$ cat src/rtl/segway_pkg.sv
// rtl/segway_pkg.sv - shared types and default constants for the Segway control blocks
package segway_pkg;

    typedef enum logic [1:0] {
        IDLE  = 2'b00,
        WAIT  = 2'b01,
        STEER = 2'b10
    } steer_state_t;

    localparam logic [11:0] MIN_RIDER_WT_DEF = 12'h200;
    localparam logic [11:0] HYST_DEF         = 12'h040;
    localparam int          TMR_W_FULL       = 26;
    localparam int          TMR_W_SIM        = 15;

endpackage

$ cat src/rtl/steer_ld_cmp.sv
// rtl/steer_ld_cmp.sv - load-cell sum/diff arithmetic and registered weight/balance flags
module steer_ld_cmp
    import segway_pkg::*;
#(
    parameter int              LC_W         = 12,
    parameter logic [LC_W-1:0] MIN_RIDER_WT = LC_W'(MIN_RIDER_WT_DEF),
    parameter logic [LC_W-1:0] HYST         = LC_W'(HYST_DEF)
) (
    input  logic            clk,
    input  logic            rst_n,
    input  logic [LC_W-1:0] lft_ld,
    input  logic [LC_W-1:0] rght_ld,
    input  logic            ld_vld,
    output logic            sum_gt_min,
    output logic            sum_lt_min,
    output logic            diff_gt_1_4,
    output logic            diff_gt_15_16
);

    // Thresholds live one bit wider than a reading so the sum never overflows.
    localparam logic [LC_W:0] THR_HI = {1'b0, MIN_RIDER_WT} + {1'b0, HYST};
    localparam logic [LC_W:0] THR_LO = {1'b0, MIN_RIDER_WT} - {1'b0, HYST};

    logic [LC_W:0]   sum;
    logic [LC_W-1:0] diff;
    logic [LC_W:0]   diff_ext;

    assign sum      = {1'b0, lft_ld} + {1'b0, rght_ld};
    assign diff     = (lft_ld >= rght_ld) ? (lft_ld - rght_ld) : (rght_ld - lft_ld);
    assign diff_ext = {1'b0, diff};

    always_ff @(posedge clk or negedge rst_n) begin
        if (!rst_n) begin
            sum_gt_min    <= 1'b0;
            sum_lt_min    <= 1'b0;
            diff_gt_1_4   <= 1'b0;
            diff_gt_15_16 <= 1'b0;
        end else if (ld_vld) begin
            sum_gt_min    <= (sum > THR_HI);
            sum_lt_min    <= (sum < THR_LO);
            diff_gt_1_4   <= (diff_ext > (sum >> 2));
            diff_gt_15_16 <= (diff_ext > (sum - (sum >> 4)));
        end
    end

endmodule

$ cat src/rtl/steer_en_ctrl.sv
// rtl/steer_en_ctrl.sv - rider-detection state machine with settle timer driving steering enable
module steer_en_ctrl
    import segway_pkg::*;
#(
    parameter int              LC_W         = 12,
    parameter logic [LC_W-1:0] MIN_RIDER_WT = LC_W'(MIN_RIDER_WT_DEF),
    parameter logic [LC_W-1:0] HYST         = LC_W'(HYST_DEF),
    parameter bit              FAST_SIM     = 1'b0
) (
    input  logic            clk,
    input  logic            rst_n,
    input  logic [LC_W-1:0] lft_ld,
    input  logic [LC_W-1:0] rght_ld,
    input  logic            ld_vld,
    output logic            en_steer,
    output logic            rider_off,
    output logic [1:0]      sm_state
);

    localparam int TMR_W = FAST_SIM ? TMR_W_SIM : TMR_W_FULL;

    logic             sum_gt_min;
    logic             sum_lt_min;
    logic             diff_gt_1_4;
    logic             diff_gt_15_16;
    logic [TMR_W-1:0] timer;
    logic             tmr_full;
    steer_state_t     state;
    steer_state_t     nxt_state;

    steer_ld_cmp #(
        .LC_W         (LC_W),
        .MIN_RIDER_WT (MIN_RIDER_WT),
        .HYST         (HYST)
    ) u_ld_cmp (
        .clk           (clk),
        .rst_n         (rst_n),
        .lft_ld        (lft_ld),
        .rght_ld       (rght_ld),
        .ld_vld        (ld_vld),
        .sum_gt_min    (sum_gt_min),
        .sum_lt_min    (sum_lt_min),
        .diff_gt_1_4   (diff_gt_1_4),
        .diff_gt_15_16 (diff_gt_15_16)
    );

    assign tmr_full = &timer;

    // Settle timer only runs while the rider stands balanced in WAIT.
    always_ff @(posedge clk or negedge rst_n) begin
        if (!rst_n) begin
            timer <= '0;
        end else if ((state != WAIT) || diff_gt_1_4) begin
            timer <= '0;
        end else if (!tmr_full) begin
            timer <= timer + 1'b1;
        end
    end

    always_ff @(posedge clk or negedge rst_n) begin
        if (!rst_n) begin
            state <= IDLE;
        end else begin
            state <= nxt_state;
        end
    end

    // A weight drop outranks every balance condition in every state.
    always_comb begin
        nxt_state = state;
        case (state)
            IDLE: begin
                if (sum_gt_min) nxt_state = WAIT;
            end
            WAIT: begin
                if (sum_lt_min)       nxt_state = IDLE;
                else if (diff_gt_1_4) nxt_state = WAIT;
                else if (tmr_full)    nxt_state = STEER;
            end
            STEER: begin
                if (sum_lt_min)         nxt_state = IDLE;
                else if (diff_gt_15_16) nxt_state = WAIT;
            end
            default: nxt_state = IDLE;
        endcase
    end

    assign en_steer  = (state == STEER);
    assign rider_off = (state == IDLE);
    assign sm_state  = state;

endmodule

$ cat config.mk
export PLATFORM = sky130hd
export DESIGN_NAME = steer_en_ctrl
export DESIGN_NICKNAME = d
export VERILOG_FILES = /design/src/rtl/segway_pkg.sv /design/src/rtl/steer_ld_cmp.sv /design/src/rtl/steer_en_ctrl.sv
export SDC_FILE = /design/constraint.sdc
export NUM_CORES = 1
export LEC_CHECK = 0
export BUFFER_PORTS_ARGS = -buffer_cell sky130_fd_sc_hd__buf_2
export CORE_MARGIN = 10
export CORE_UTILIZATION = 50
export DETAILED_ROUTE_END_ITERATION = 8
export GPL_TIMING_DRIVEN = 0
export PLACE_DENSITY = 0.68
export SLEW_MARGIN = 10
export SYNTH_ARGS = -nofsm -noshare
export SYNTH_HDL_FRONTEND = slang
export SYNTH_HIERARCHICAL = 1
export SYNTH_SLANG_ARGS = --single-unit
$ cat constraint.sdc
create_clock -name clk -period 3.9 [get_ports clk]
set_input_delay 0.585 -clock clk [delete_from_list [all_inputs] [get_ports clk]]
set_output_delay 0.585 -clock clk [all_outputs]
set_load 0.005 [all_outputs]
# --- Yosys cells after proc, flatten, opt, wreduce, memory -nomap -nowiden ---
# Cells that the tools add are included.
op_classes:
  n_addsub: 5
  n_lt_le_gt_ge: 5
  n_eq_ne: 7
  mux: 10
  n_reduce_logical: 4
ops:
  columns: ["operator", "count"]
  rows:
  - ["two-way mux 26 bit", 2]
  - ["adder 26 x 1 -> 26 bit (second input constant)", 1]
  - ["AND reduction 26 bit", 1]
  - ["subtractor 12 bit", 2]
  - ["adder 12 x 12 -> 13 bit", 1]
  - ["greater-than comparator 12 x 13 -> 1 bit", 1]
  - ["greater-than comparator 13 x 10 -> 1 bit (second input constant)", 1]
  - ["less-than comparator 13 x 9 -> 1 bit (second input constant)", 1]
  - ["subtractor 13 x 9 -> 13 bit", 1]
  - ["greater-or-equal comparator 12 bit", 1]
  - ["greater-than comparator 12 x 11 -> 1 bit", 1]
  - ["two-way mux 12 bit", 1]
  - ["two-way mux 2 bit", 6]
  - ["!= test 2 x 1 -> 1 bit (second input constant)", 3]
  - ["one-hot mux 2 bit (3 select lines)", 1]
  - ["!= test 4 x 2 -> 1 bit (second input constant)", 1]
  - ["!= test 3 x 1 -> 1 bit (second input constant)", 1]
  - ["AND reduction 3 bit", 1]
  - ["equality test 2 x 1 -> 1 bit (second input constant)", 1]
  - ["equality test 2 bit (second input constant)", 1]
  - ["zero test 2 bit", 1]
  - ["logical OR 1 bit", 1]
totals:
  reg_bits: 32
  elab_cells: 37

# --- Longest topological paths before layout ---
depth:
  word_depth: 5
  depth_mapped: 24
  ltp_nobuf: 23

# --- Cells and area by module ---
# The synthesis kept the hierarchy.
by_module_without_submodules:
  columns: ["mod", "instances", "cells_each", "area_each_um2"]
  rows:
  - ["steer_ld_cmp", 1, 428, 3379.5]
  - ["steer_en_ctrl", 1, 192, 1796.7]

# --- Worst setup path after synthesis ---
# No wires, ideal clock.
synth_path:
  path_kind: "input to register"
  from: "in lft_ld[0]"
  to: "reg u_ld_cmp.diff_gt_15_16"
  setup_time_ns: 0.145
  t_arrival_ns: 4.701
  setup_slack_ns: -0.946
  path_stages: 20
  path_buffers: 0
  path_cell_list: "ha_1 inv_1 fa_1 o21ba_2 o21bai_1 xor2_1 inv_1 ha_1 fa_1 nand2b_1 o211a_1 o41ai_1 nor3b_1 xor2_1 ha_1 nand3_1 o41ai_1 a21oi_1 a32oi_1 o211ai_1"
synth_between:
  elab_chain_cells: 3
  elab_cells_between_ends: 7
  cone_classes: "add/sub: 4; order compare: 2; mux: 1"
synth_lines:
  columns: ["element", "line_no", "source"]
  rows:
  - ["from (decl)", "steer_en_ctrl.sv:12", "input logic [LC_W-1:0] lft_ld,"]
  - ["adder 12 x 12 -> 13 bit, or another cell as far along", "steer_ld_cmp.sv:28", "assign sum = {1'b0, lft_ld} + {1'b0, rght_ld};"]
  - ["subtractor 13 x 9 -> 13 bit or two-way mux 12 bit (tied branches)", "steer_ld_cmp.sv:42, steer_ld_cmp.sv:29", null]
  - ["greater-than comparator 12 x 13 -> 1 bit (*)", "steer_ld_cmp.sv:42", "diff_gt_15_16 <= (diff_ext > (sum - (sum >> 4)));"]
  - ["to (signal assigned)", "steer_ld_cmp.sv:42", null]
  - ["to (decl)", "steer_ld_cmp.sv:17", "output logic diff_gt_15_16"]
# Every way passes the cells marked *; elsewhere a longest branch is shown, timed or not.
# A chain may end at the register's enable or synchronous reset.

# --- Worst setup path after layout ---
layout_path:
  from: "in lft_ld[1]"
  to: "reg u_ld_cmp.diff_gt_15_16"
# The elaborated chain is that of the path after synthesis.

==> impl_metrics.tcl <==
set metrics [dict create \
    nFillCells 881 \
    finalHoldViolCount 0 \
    n_antenna_cell 0 \
    drc 0 \
    grt_pass1_vias 5124 \
    slew_viol_final 0 \
    hold_class "input port to asynchronous set/reset pin" \
    synth_enable_flop_cells 0 \
    chipHeight_um 122 \
    ir_drop_mv 0.167 \
    avgSynthCellArea_um2 8.35 \
    syn_to_final_growth_pct 24.1 \
    yosysWarnings 6 \
    worst_pin_slew_ns 0.735 \
    synth_seq_area_share_pct 15.5 \
    min_period_over_period_pct 113 \
    ioPinCount 31 \
    die_x_um 122 \
    setup_viol 2 \
    violations "negative setup slack" \
    finalPower_mw 2.39 \
    relSlewSlack_pct 51.0 \
    drive_above_1_share_pct 29.6 \
    final_common_cell "ha_1" \
    fmax_ghz 0.227 \
    cts_buffers 5 \
    synth_area_mm2 0.00518 \
    ys_types 89 \
    start_util_pct 50.8 \
    drt_iter0_drc 385 \
    grt_usage_pct 19.6 \
    rsz0062_at_grt "yes" \
    via_count 5118 \
    pre_cts_slack_ns -1.45 \
    worstSetupPathType "input port to flip-flop" \
    grt_antenna_before_repair 0 \
    cp.arrival_ns 4.57 \
    ys.flop_type "dfrtp_1" \
    worst_slack_ns -0.508 \
    layout.nets 791 \
    synth_async_sr_flop_share_pct 100 \
    dieArea_mm2 0.0148 \
    grt_pass1_wl_um 24700 \
    hpwl_um 11000 \
    period_needed_ns 4.41 \
    overflow 0 \
    status "finished, violations left" \
    crit_path_start_kind "input port" \
    ant_nets 0 \
    gp_congestion 0.913 \
    synth_cells 620 \
    numPortBuffers 29 \
    vias_per_cell 6.16 \
    routed_wl_um 14800 \
    drtPass1Iterations 5 \
    powerDensity_mw_per_mm2 371 \
    clkTransAtPathRegs_ns 0.07 \
    grt_max_degree 33 \
    finClkSkew_ns 0.00299 \
    core_area_mm2 0.0102 \
    cts.sink_count 32 \
    rows 37 \
    h-tree-depth 2 \
    syn_nets 716 \
    root_buffer "clkbuf_8" \
    clock_latency_ns 0.29 \
    cts_tree "yes" \
    crit_path_end_kind "flip-flop" \
    cp_max_fo 3 \
    clk_path_buf_depth 2 \
    final_cell_mix "53 x ha_1, 46 x nand2_1, 42 x buf_4, 40 x inv_1, 35 x buf_2" \
    ys_ff_latch 32 \
    power.leakage_nw 2.75 \
    wl_per_cell_um 17.8 \
    cp.required_ns 4.06 \
    cap_violations 0 \
]
[synthesized netlist by cell type, drive strengths merged (3+ instances only)]
master | count | area [um2]
nand2 | 49 | 186
mux2i | 21 | 223
fa | 4 | 80.1
buf | 21 | 129
a211oi | 10 | 80.1
or2 | 4 | 27.5
a21oi | 39 | 203
a2111o | 3 | 33.8
dfrtp | 32 | 801
o2111ai | 4 | 41.3
a211o | 3 | 26.3
xnor2 | 18 | 184
or4 | 5 | 41.3
o221ai | 3 | 26.3
o21a | 7 | 52.6
o21bai | 3 | 22.5
a311oi | 4 | 35.0
clkbuf | 6 | 22.5
a2111oi | 8 | 130
o211ai | 9 | 67.6
o31ai | 4 | 43.8
nand2b | 24 | 150
xor2 | 13 | 114
or3 | 6 | 37.5
a31oi | 10 | 83.8
ha | 65 | 813
o41ai | 5 | 43.8
nor2b | 11 | 68.8
nand3 | 18 | 95.1
and4 | 6 | 55.1
nor4 | 3 | 18.8
and2 | 5 | 31.3
and3 | 3 | 18.8
o21ai | 31 | 159
inv | 52 | 195
o211a | 3 | 30.0
nor3 | 11 | 66.3
a21o | 11 | 82.6
nand4 | 22 | 150
nor3b | 5 | 42.5
mux2 | 3 | 33.8
nor2 | 29 | 116
[worst max-delay path, stage by stage]
cell	delay (ns)
buf_8	0.08
clkinvlp_4	0.13
ha_4	0.29
nand2b_4	0.14
a221oi_4	0.09
buf_4	0.15
o211a_1	0.22
or4_4	0.55
ha_4	0.30
a21o_1	0.20
nor2_2	0.08
o41ai_4	0.41
nor3b_2	0.09
xor2_1	0.15
ha_1	0.36
a21o_1	0.19
a21oi_2	0.17
a21oi_2	0.09
a32oi_1	0.19
o211ai_1	0.10
[through the flow]
step           hold WS [ns]  setup TNS, ns  utilization (%)  cells  area, um2
6_report              0.353         -0.720             63.1    831       6420
5_1_grt               0.413          -1.17             63.1    831       6420
4_1_cts               0.383         -0.684             60.9    820       6200
3_5_place_dp          0.478          -2.11             55.0    785       5600
3_3_place_gp          0.465          -2.06             55.0    785       5600
2_1_floorplan         0.289         -0.522                -    620       5280
[layer usage]
metal  GRT usage [%]  share of wire, %
met3            1.62               3.8
met2            35.2                50
met1            23.3                41
met4            8.79               4.6
met5               0                 0
[timing repair]
action,CTS,global route
cloned,1,0
hold buffers,0,0
setup endpoints to repair,2,2
gates resized for setup,57,33
hold endpoints to repair,0,0
setup buffers,28,12
pin swaps,29,34
[cell families after synthesis]
| logic type | share of synthesized area [%] |
|---|---|
| muxes | 4.96 |
| and+or+nand+nor | 22.4 |
| buffers and inverters | 6.70 |
| DFF | 15.5 |
| adders and majority gates | 17.3 |
| xor gates and xnor gates | 7.08 |
| AOI/OAI and AO/OA | 26.2 |
[layout make-up]
class	instances	area, um2	share of cell area [%]
buffer	25	163	2.53
clock buffer	7	96.3	1.50
timing repair buffer	69	488	7.60
sequential	32	801	12.5
multi-input combinational	510	4500	70.1
tap	136	170	2.65
inverter	52	201	3.14
[power by group]
group,total [mW],leakage [nW],internal [mW],switching [mW]
combinational,1.73,2.27,0.783,0.944
sequential,0.377,0.433,0.352,0.0243
clock,0.282,0.0503,0.157,0.124
total,2.39,2.75,1.29,1.09
[flip-flops by register name, summed over array words and instances, names as in the netlist]
| signal | count |
|---|---|
| sm_state | 2 |
| timer | 26 |
| u_ld_cmp/diff_gt_15_16 | 1 |
| u_ld_cmp/diff_gt_1_4 | 1 |
| u_ld_cmp/sum_gt_min | 1 |
| u_ld_cmp/sum_lt_min | 1 |
[worst paths after layout]
kind                                                 endpoint                             from  slack, ns  cells after the start
setup / recovery           u_ld_cmp/diff_gt_15_16$_DFFE_PN0P_                        lft_ld[1]      -0.51                     20
hold / removal                          timer[20]$_DFFE_PN0P_                            rst_n       0.35                      1
setup reg to reg                        timer[11]$_DFFE_PN0P_          sm_state[1]$_DFFE_PN0P_       1.75                      5
hold reg to reg                       sm_state[1]$_DFFE_PN0P_  u_ld_cmp/sum_lt_min$_DFFE_PN0P_       0.49                      1
max in group asynchronous               timer[12]$_DFFE_PN0P_                            rst_n       3.07                      1
min in group clk                      sm_state[1]$_DFFE_PN0P_  u_ld_cmp/sum_lt_min$_DFFE_PN0P_       0.49                      1
Note: power is estimated with default switching activity, not from simulation.
